[src/rtl/bank_write_streamer.sv]
// Packs a serial stream of qubit ROI sums into 4-wide rows and writes one row per 4 accepts.
// Optional macro WRITE_STREAM_ID_CHECK_EN enables the sticky qubit-ID sequence check.
module bank_write_streamer #(
   parameter int ROI_BITS        = 16,
   parameter int NUM_BANKS       = 4,
   parameter int ROWS_PER_BANK   = 25,
   parameter int BANK_ADDR_WIDTH = 5,
   parameter int QUBIT_ID_WIDTH  = 7
) (
   input  logic                       i_clk,
   input  logic                       i_rst,
   input  logic                       i_start,
   input  logic                       i_px_valid,
   input  logic [ROI_BITS-1:0]        i_px_data,
   input  logic [QUBIT_ID_WIDTH-1:0]  i_px_qubit_id,
   output logic                       o_px_ready,
   output logic                       o_wr_en,
   output logic [BANK_ADDR_WIDTH-1:0] o_wr_addr,
   output logic [ROI_BITS-1:0]        o_wr_data_0,
   output logic [ROI_BITS-1:0]        o_wr_data_1,
   output logic [ROI_BITS-1:0]        o_wr_data_2,
   output logic [ROI_BITS-1:0]        o_wr_data_3,
   output logic                       o_busy,
   output logic                       o_frame_done,
   output logic                       o_id_err
);

   typedef enum logic [1:0] {IDLE, FILL, DONE} state_t;

   localparam logic [1:0]                 LANE_LAST = 2'(NUM_BANKS - 1);
   localparam logic [BANK_ADDR_WIDTH-1:0] ROW_LAST  = BANK_ADDR_WIDTH'(ROWS_PER_BANK - 1);

   // Reset asserts immediately, releases two clocks after i_rst falls.
   logic [1:0] rst_q;
   logic       rst;

   always_ff @(posedge i_clk or posedge i_rst) begin
      if (i_rst) rst_q <= 2'b11;
      else       rst_q <= {rst_q[0], 1'b0};
   end
   assign rst = rst_q[1];

   state_t                             state_q, state_d;
   logic [1:0]                         lane_q, lane_d;
   logic [BANK_ADDR_WIDTH-1:0]         row_q, row_d;
   logic [2:0][ROI_BITS-1:0]           stage_q, stage_d;
   logic                               wr_en_q, wr_en_d;
   logic [BANK_ADDR_WIDTH-1:0]         wr_addr_q, wr_addr_d;
   logic [3:0][ROI_BITS-1:0]           wr_data_q, wr_data_d;
   logic                               err_q, err_d;
   logic [QUBIT_ID_WIDTH-1:0]          exp_q, exp_d;
   logic                               acc;

   // A start strobe always outranks a transfer in the same cycle.
   assign acc = (state_q == FILL) && i_px_valid && !i_start;

   always_comb begin
      state_d   = state_q;
      lane_d    = lane_q;
      row_d     = row_q;
      stage_d   = stage_q;
      wr_en_d   = 1'b0;
      wr_addr_d = wr_addr_q;
      wr_data_d = wr_data_q;
      err_d     = err_q;
      exp_d     = exp_q;

      case (state_q)
         IDLE:    if (i_start) state_d = FILL;
         FILL:    state_d = FILL;
         DONE:    state_d = i_start ? FILL : IDLE;
         default: state_d = IDLE;
      endcase

      if (i_start) begin
         lane_d  = '0;
         row_d   = '0;
         stage_d = '0;
         err_d   = 1'b0;
         exp_d   = '0;
      end else if (acc) begin
         exp_d = exp_q + 1'b1;
`ifdef WRITE_STREAM_ID_CHECK_EN
         if (i_px_qubit_id != exp_q) err_d = 1'b1;
`endif
         case (lane_q)
            2'd0:    stage_d[0] = i_px_data;
            2'd1:    stage_d[1] = i_px_data;
            2'd2:    stage_d[2] = i_px_data;
            default: stage_d    = stage_q;
         endcase
         if (lane_q == LANE_LAST) begin
            lane_d    = '0;
            wr_en_d   = 1'b1;
            wr_addr_d = row_q;
            wr_data_d = {i_px_data, stage_q[2], stage_q[1], stage_q[0]};
            if (row_q == ROW_LAST) begin
               row_d   = '0;
               state_d = DONE;
            end else begin
               row_d = row_q + 1'b1;
            end
         end else begin
            lane_d = lane_q + 1'b1;
         end
      end
   end

   always_ff @(posedge i_clk or posedge rst) begin
      if (rst) begin
         state_q   <= IDLE;
         lane_q    <= '0;
         row_q     <= '0;
         stage_q   <= '0;
         wr_en_q   <= 1'b0;
         wr_addr_q <= '0;
         wr_data_q <= '0;
         err_q     <= 1'b0;
         exp_q     <= '0;
      end else begin
         state_q   <= state_d;
         lane_q    <= lane_d;
         row_q     <= row_d;
         stage_q   <= stage_d;
         wr_en_q   <= wr_en_d;
         wr_addr_q <= wr_addr_d;
         wr_data_q <= wr_data_d;
         err_q     <= err_d;
         exp_q     <= exp_d;
      end
   end

`ifdef WRITE_STREAM_ID_CHECK_EN
   assign o_id_err = err_q;
`else
   logic unused_id;
   assign unused_id = ^{i_px_qubit_id, err_q, exp_q};
   assign o_id_err  = 1'b0;
`endif

   assign o_px_ready   = (state_q == FILL);
   assign o_busy       = (state_q != IDLE);
   assign o_frame_done = (state_q == DONE);
   assign o_wr_en      = wr_en_q;
   assign o_wr_addr    = wr_addr_q;
   assign o_wr_data_0  = wr_data_q[0];
   assign o_wr_data_1  = wr_data_q[1];
   assign o_wr_data_2  = wr_data_q[2];
   assign o_wr_data_3  = wr_data_q[3];

endmodule

[config.mk]
export PLATFORM = sky130hd
export DESIGN_NAME = bank_write_streamer
export DESIGN_NICKNAME = d
export VERILOG_FILES = /design/src/rtl/bank_write_streamer.sv
export SDC_FILE = /design/constraint.sdc
export NUM_CORES = 1
export LEC_CHECK = 0
export ABC_CLOCK_PERIOD_IN_PS = 3800
export CAP_MARGIN = 30
export CORE_ASPECT_RATIO = 1.75
export CORE_MARGIN = 1.5
export CORE_UTILIZATION = 40
export CTS_CLUSTER_DIAMETER = 100
export DETAILED_ROUTE_END_ITERATION = 10
export PLACE_DENSITY = 0.67
export SYNTH_ARGS = -nofsm -noshare
export SYNTH_HDL_FRONTEND = slang
export SYNTH_SLANG_ARGS = --single-unit
[constraint.sdc]
create_clock -name i_clk -period 3.8 [get_ports i_clk]
set_clock_uncertainty 0.05 [all_clocks]
set_input_delay 0.76 -clock i_clk [delete_from_list [all_inputs] [get_ports i_clk]]
set_output_delay 0.76 -clock i_clk [all_outputs]
set_load 0.01 [all_outputs]
=== Word-level counts from Yosys, hierarchy flattened ===
Cells that the tools add are included.

* Add/sub/neg operators: 2
* Eq/ne operators: 6
* Muxes and demuxes: 22
* Bitwise logic cells: 1
* Reductions and logical operators: 16

{| class="wikitable"
|+ Operators with widths
! cell !! count
|-
| $mux W48 || 2
|-
| $mux W16 || 3
|-
| $mux W5 || 4
|-
| $mux W2 || 8
|-
| $reduce_bool A2 Y1 || 6
|-
| $reduce_and A2 Y1 || 4
|-
| $eq A2 B2 Y1 const B || 3
|-
| $pmux W2 S3 || 1
|-
| $add A5 B1 Y5 const B || 1
|-
| $eq A5 B5 Y1 const B || 1
|-
| $eq A2 B1 Y1 const B || 2
|-
| $logic_not A2 Y1 || 2
|-
| $mux W1 || 4
|-
| $reduce_and A3 Y1 || 1
|-
| $add A2 B1 Y2 const B || 1
|-
| $logic_and A1 B1 Y1 || 2
|-
| $logic_not A1 Y1 || 1
|-
| $not A1 Y1 || 1
|}

* Flip-flop bits (word level): 129
* Input port bits: 27
* Output and inout port bits: 74

=== Logic depth before layout (Yosys ltp) ===
Gate-level depths: netlist of run 1.

* Depth after elaboration: 6
* Depth in mapped cells: 7
* Mapped depth without buffers: 5

=== Worst setup path before layout of run 1 ===
No wires, ideal clock.

* Path type: input port to flip-flop
* Start point: in i_px_valid
* End point: reg wr_data_q, in the netlist o_wr_data_3[0]
* Arrival: 1756 ps
* Data required time: 3625 ps
* Setup slack: 1869 ps
* Cell stages on the path: 5
* Path buffers: 2
* Path through: buf_2 nand4b_4 nor2_8 buf_6 mux2_2

* Cells in the longest elaborated chain, start to end: 3

{| class="wikitable"
|+ Ends and longest elaborated chain
! what !! RTL line !! text
|-
| start, declared || 13 || <nowiki>input logic i_px_valid,</nowiki>
|-
| $logic_and A1 B1 Y1 (2 in series) || 55 || <nowiki>assign acc = (state_q == FILL) && i_px_valid && !i_start;</nowiki>
|-
| $reduce_and A3 Y1 (no line) || -- ||
|-
| end signal, assigned || 127 || <nowiki>wr_data_q <= wr_data_d;</nowiki>
|-
| end, declared || 49 || <nowiki>logic [3:0][ROI_BITS-1:0] wr_data_q, wr_data_d;</nowiki>
|}

Every way passes these cells.
A chain may end at the register's enable or synchronous reset.

=== Worst setup path after layout of run 1 ===
* Start point: reg state_q[0]
* End point: out o_busy

* Cells in the longest elaborated chain, start to end: 1

{| class="wikitable"
|+ Ends and longest elaborated chain
! what !! RTL line !! text
|-
| start, declared || 43 || <nowiki>state_t state_q, state_d;</nowiki>
|-
| start signal, assigned || 121 || <nowiki>state_q <= state_d;</nowiki>
|-
| $reduce_bool A2 Y1 || 142 || <nowiki>assign o_busy = (state_q != IDLE);</nowiki>
|-
| end, declared || 23 || <nowiki>output logic o_busy,</nowiki>
|}

Every way passes these cells.

==> results.toml, run 1 <==
[outcome]
status = "complete, no violations"

[sta]
rsz0062_at_grt = "false"
fin_crit_ns = 2.55
tightest_slew_ns = 0.903
period_share_pct = 67.1
finalSetupTns_ns = 0
relSlewSlack_pct = 39.8
slew_viol_final = 0
hold_viol_final = 0
fmax_mhz = 392
setup_viol = 0

[final_layout]
nets = 545
fin_util_pct = 52.8
antenna_cells = 0
drive_gt1_share_pct = 21.3
syn_to_final_growth_pct = 29.9

[drt]
routed_wl_mm = 11.8
ant_nets = 0
first_pass_iters = 4
wire_per_inst_um = 17.0
drtIter0Drc = 187
drc = 0
vias = 3424
routed_via_density = 4.92

[die]
die_w_um = 89.2
rows = 55
ioPinCount = 101
die_area_mm2 = 0.0137
core_mm2 = 0.0128
die_h_um = 154
initial_core_util_pct = 40.6

[clock_tree]
max-clock-path-buffers = 2
cts_hold_buf = 0
ctsResizeCount = 0
ctsHtreeMaxLevel = 4
numCtsBuffers = 17
clkLatencyLatePin_ns = 0.41
cts_setup_buffers = 0
clk_pin_slew_worst_paths_ns = 0.05
cts.sinks = 129
cts_root_buffer = "clkbuf_16"
cts_tree = "yes"

[power_and_ir_drop]
seq_power_share_pct = 44.9
power_frac_comb_pct = 8.4
netSwitchingPower_mw = 0.739
power.density_mw_per_mm2 = 485
p_int_mw = 2.53
power_mw = 3.27
p_clk_share_pct = 46.7
p_sw_share_pct = 22.6
irDropWorstVdd_v = 0.000328
total_leakage_power_nw = 3.08

[setup_path]
ff2ff_setup_slack_ns = 1.73
end_kind = "output pin"
path_max_fanout = 14
r2r-start = "lane_q[0]$_DFFE_PP0P_"
reg2regPathDepth = 5
startpoint_type = "flip-flop"
crit_type = "flip-flop to output pin"
critPathRequiredTime_ns = 2.99
arrival_ns = 1.74
r2r_end = "o_wr_data_1[9]$_DFFE_PP0P_"

[synth]
synth_top_area_cell = "dfrtp_1"
yosysSeqAreaShare_pct = 62.1
synth_area_leaders = "dfrtp_1 (61%), mux2_2 (15%), nand2_1 (7.4%), a21oi_1 (5.0%), buf_6 (1.9%)"
synth.distinct_cells = 34
syn_inst = 422
avgSynthCellArea_um2 = 12.3
synth_area_mm2 = 0.00520
synth_warnings = 0
ys_ff_latch = 129
yosysTopAreaCellShare_pct = 61.1

[global_routing]
grt_max_degree = 75
grtUsageMet3_pct = 4.24
antenna_found_initial = 0
grt_remaining_overflow = 0
grt_pass1_wl_mm = 19.3
grt-busiest-layer = "met2"
grt_pass1_vias = 3640
met2_usage_pct = 33.3
met1_usage_pct = 22.1
grtUsageTotal_pct = 18.9

[worst_hold_path]
hold_start = "rst_q[0]$_DFF_PP1_"
holdPathStages = 0
hp-class = "flip-flop to flip-flop"
min_to = "rst_q[1]$_DFF_PP1_"

[place]
dp_hpwl_mm = 8.02
io_buffers = 92
gp_congestion = 0.758

[run]
max_cap_viol_count = 0
## layout by cell type, fill, tap and decap left out, types with 2 or more instances in the layout
| cell | instances |
|---|---|
| ha_1 | 6 |
| nand3_1 | 3 |
| clkbuf_8 | 4 |
| nand2_1 | 102 |
| buf_4 | 5 |
| clkinv_2 | 4 |
| clkinvlp_4 | 3 |
| and4b_1 | 4 |
| mux2_2 | 68 |
| nand4b_1 | 4 |
| conb_1 | 2 |
| a21oi_1 | 52 |
| clkdlybuf4s50_1 | 91 |
| clkbuf_16 | 17 |
| clkbuf_1 | 2 |
| dfrtp_1 | 127 |
| o21ai_0 | 2 |
| dfstp_2 | 2 |
| inv_1 | 6 |
| nor2b_1 | 2 |
## synthesized netlist by cell type
cell,number
buf_6,9
a21oi_1,52
nor2b_1,2
mux2_1,1
o21ai_0,2
buf_2,7
nand3_1,3
ha_1,6
dfrtp_1,127
nand3b_1,1
a22oi_1,1
mux2i_1,1
dfstp_2,2
and4b_1,4
or2_2,1
nor3_1,1
or4_1,1
conb_1,1
clkbuf_1,5
nand4b_4,1
nor2_1,1
nor2_8,1
or3_1,1
mux2_2,68
a41oi_2,1
a31oi_1,1
clkbuf_2,3
a311oi_1,1
inv_1,7
nand2_1,102
a311oi_2,1
buf_4,2
buf_1,1
nand4b_1,4
## worst max-delay path by stage
stage,from,to
floorplan,rst_q[1]$_DFF_PP1_,lane_q[0]$_DFFE_PP0P_
global placement,i_px_valid,o_wr_data_3[0]$_DFFE_PP0P_
detailed placement,i_px_valid,o_wr_data_0[1]$_DFFE_PP0P_
CTS,state_q[0]$_DFF_PP0_,o_busy
global route,state_q[0]$_DFF_PP0_,o_px_ready
finish,state_q[0]$_DFF_PP0_,o_busy
## metrics by stage
step           cells  cell area, um2  hold WS (ns)  worst slack [ns]
6_report         696            6760         0.306              1.25
2_1_floorplan    423            5200         0.295            0.0325
3_3_place_gp     664            6190         0.297             0.994
3_5_place_dp     664            6190         0.300             0.946
5_1_grt          696            6760         0.313              1.16
4_1_cts          696            6760         0.308              1.23
## state kept, by name (all words and copies together) (netlist names)
| register | cells |
|---|---|
| row_q | 5 |
| o_wr_data_2 | 16 |
| o_wr_addr | 5 |
| o_wr_data_1 | 16 |
| o_wr_data_3 | 16 |
| state_q | 2 |
| stage_q | 48 |
| o_wr_data_0 | 16 |
| lane_q | 2 |
| o_wr_en | 1 |
| rst_q | 2 |
## metal layers
metal	routed length, um	share of wire [%]
met1	4480	38
met2	6690	57
met3	449	3.8
met4	205	1.7
met5	0	0
## final cells by class
type,instances,area (um2)
fillers,1149,6040
flip-flops and latches,129,3230
multi-input cells,260,1760
repair buffers,97,953
clock buffers,23,488
well taps,171,214
clock inverters,9,81.3
inverters,7,28.8
## logic make-up (layout without fill, tap and decap cells)
logic type	count (synthesis)	after routing	synth area share, %
muxes	70	70	15.1
buffers and inverters	34	136	4.14
other	1	2	0.0721
adders and majority gates	6	6	1.44
AOI/OAI and AO/OA	59	59	6.23
and+or+nand+nor	123	123	10.9
DFF	129	129	62.1
## power groups by stage
stage | combinational (mW) | clock, mW | sequential (mW)
after floorplan | 0.120 | 0 | 1.51
after global placement | 0.274 | 0 | 1.49
after detailed placement | 0.280 | 0 | 1.50
after CTS | 0.281 | 1.55 | 1.47
after global routing | 0.302 | 1.62 | 1.48
final | 0.275 | 1.53 | 1.47
## worst max-delay path, cell delays in order (launching register included)
cell             delay, ns
dfrtp_1               0.52
or2_2                 0.33
clkdlybuf4s50_1       0.48
No activity file was read; power rests on OpenSTA's default activity.
==> inputs of run 2 (changes only) <==
- ABC_CLOCK_PERIOD_IN_PS: 3800 -> 2500
- PLACE_DENSITY: 0.67 -> not set
- clock period: 3.8 -> 2.5 ns (I/O delays scaled with it)
==> run 2 against run 1 <==
Global-route usage is 0.33 points lower. Sequential share of layout area is 0.41 points lower. Die area stayed put. Critical path depth stayed put. Worst setup slack worse by 1.1 ns. First-iteration DRC count stayed put. Sequential power is 52% higher. Worst hold slack hardly changed. Design area is 0.87% higher. Core utilization is 0.46 points higher. Critical path type unchanged. Critical endpoint unchanged. Largest cell class unchanged.
==> results.toml, run 2 (same netlist as run 1, synthesis figures left out) <==
[outcome]
status = "complete, no violations"

[setup_path]
crit_type = "flip-flop to output pin"
arrival_ns = 1.78
path_delay_family = "flip-flops"
r2r-start = "state_q[0]$_DFF_PP0_"
critical-path-slowest-cell = "dfrtp_1"
critPathRequiredTime_ns = 1.95
end_kind = "output pin"
crit_buf_inv = 1
critPathCapture = "o_busy"
reg2regPathDepth = 4
startpoint = "state_q[0]$_DFF_PP0_"
startpoint_type = "flip-flop"
cpPeakStageDelay_ns = 0.54
path_depth = 2
r2r_end = "o_wr_data_3[7]$_DFFE_PP0P_"
path_max_fanout = 14
ff2ff_setup_slack_ns = 0.59
worstPathCellList = "or2_2 -> clkdlybuf4s50_1"

[final_layout]
nets = 552
drive_gt1_share_pct = 21.7
regMostFlops = "stage_q"
largest_reg_flops = 48
syn_to_final_growth_pct = 31.0
final_common_cell = "dfrtp_1"
antenna_cells = 0
mostFrequentLayoutCells = "dfrtp_1 (127), nand2_1 (102), clkdlybuf4s50_1 (91)"

[power_and_ir_drop]
power_mw = 4.91
power.density_mw_per_mm2 = 720
irDropWorstVdd_v = 0.000559
total_leakage_power_nw = 3.11

[sta]
hold-worst-slack_ns = 0.306
rsz0062_at_grt = "false"
tightest_slew_ns = 0.693
finalSetupTns_ns = 0
period_share_pct = 93.3
relSlewSlack_pct = 53.8
worst_slack_ns = 0.169
setup_viol = 0
fin_crit_ns = 2.33
hold_viol_final = 0
fmax_mhz = 429
slew_viol_final = 0

[place]
gp_congestion = 0.775
dp_hpwl_mm = 7.80
io_buffers = 92
dp_slack_ns = 0.225

[run]
max_cap_viol_count = 0

[global_routing]
grt_max_degree = 128
antenna_found_initial = 0
grt_pass1_wl_mm = 19.0
grtUsageTotal_pct = 18.5
grt_remaining_overflow = 0
grt_pass1_vias = 3751

[drt]
ant_nets = 0
first_pass_iters = 4
routed_via_density = 4.94
vias = 3457
drtIter0Drc = 187
drc = 0
wire_per_inst_um = 16.7
routed_wl_mm = 11.7

[clock_tree]
ctsHtreeMaxLevel = 4
cts_setup_buffers = 0
cts_tree = "yes"
ctsResizeCount = 0
numCtsBuffers = 17
cts_root_buffer = "clkbuf_16"
cts_hold_buf = 0
clk_pin_slew_worst_paths_ns = 0.05
max-clock-path-buffers = 2
cts.sinks = 129
clkLatencyLatePin_ns = 0.41

[die]
die_h_um = 154
initial_core_util_pct = 40.6
die_w_um = 89.2
rows = 55
ioPinCount = 101
die_area_mm2 = 0.0137
core_mm2 = 0.0128

[worst_hold_path]
hp-class = "flip-flop to flip-flop"
## run 2: metal layers
layer | up-vias | wire, um | track usage (%)
met2 | 90 | 6240 | 31.8
met1 | 1729 | 4590 | 20.7
met3 | 29 | 432 | 4.78
met4 | 0 | 416 | 9.23
li1 | 1609 | - | -
met5 | - | 0 | 0
## run 2: metrics by stage
step	cells	area (um2)	util, %
floorplan	423	5210	-
global placement	671	6280	49.0
detailed placement	671	6280	49.0
CTS	700	6810	53.2
global route	700	6810	53.2
finish	700	6810	53.2
## run 2: worst min path at each step
stage / end / slack (ns) / startpoint / cells after the start
floorplan: rst_q[1]$_DFF_PP1_ / 0.30 / rst_q[0]$_DFF_PP1_ / 0
global placement: rst_q[1]$_DFF_PP1_ / 0.30 / rst_q[0]$_DFF_PP1_ / 0
detailed placement: rst_q[1]$_DFF_PP1_ / 0.30 / rst_q[0]$_DFF_PP1_ / 0
CTS: rst_q[1]$_DFF_PP1_ / 0.31 / rst_q[0]$_DFF_PP1_ / 0
global route: rst_q[1]$_DFF_PP1_ / 0.31 / rst_q[0]$_DFF_PP1_ / 0
finish: rst_q[1]$_DFF_PP1_ / 0.31 / rst_q[0]$_DFF_PP1_ / 0
## run 2: layout make-up
cell class | instances | area (um2)
repair buffers | 104 | 1040
multi-input cells | 260 | 1760
clock buffers | 23 | 478
well taps | 171 | 214
clock inverters | 6 | 58.8
fillers | 1153 | 5990
inverters | 7 | 30.0
flip-flops and latches | 129 | 3230
## run 2: power breakdown
| part | total (mW) | leakage, nW | switching, mW | internal (mW) |
|---|---|---|---|---|
| clock | 2.24 | 0.268 | 0.816 | 1.42 |
| sequential | 2.24 | 1.77 | 0.0539 | 2.19 |
| combinational | 0.430 | 1.08 | 0.217 | 0.213 |
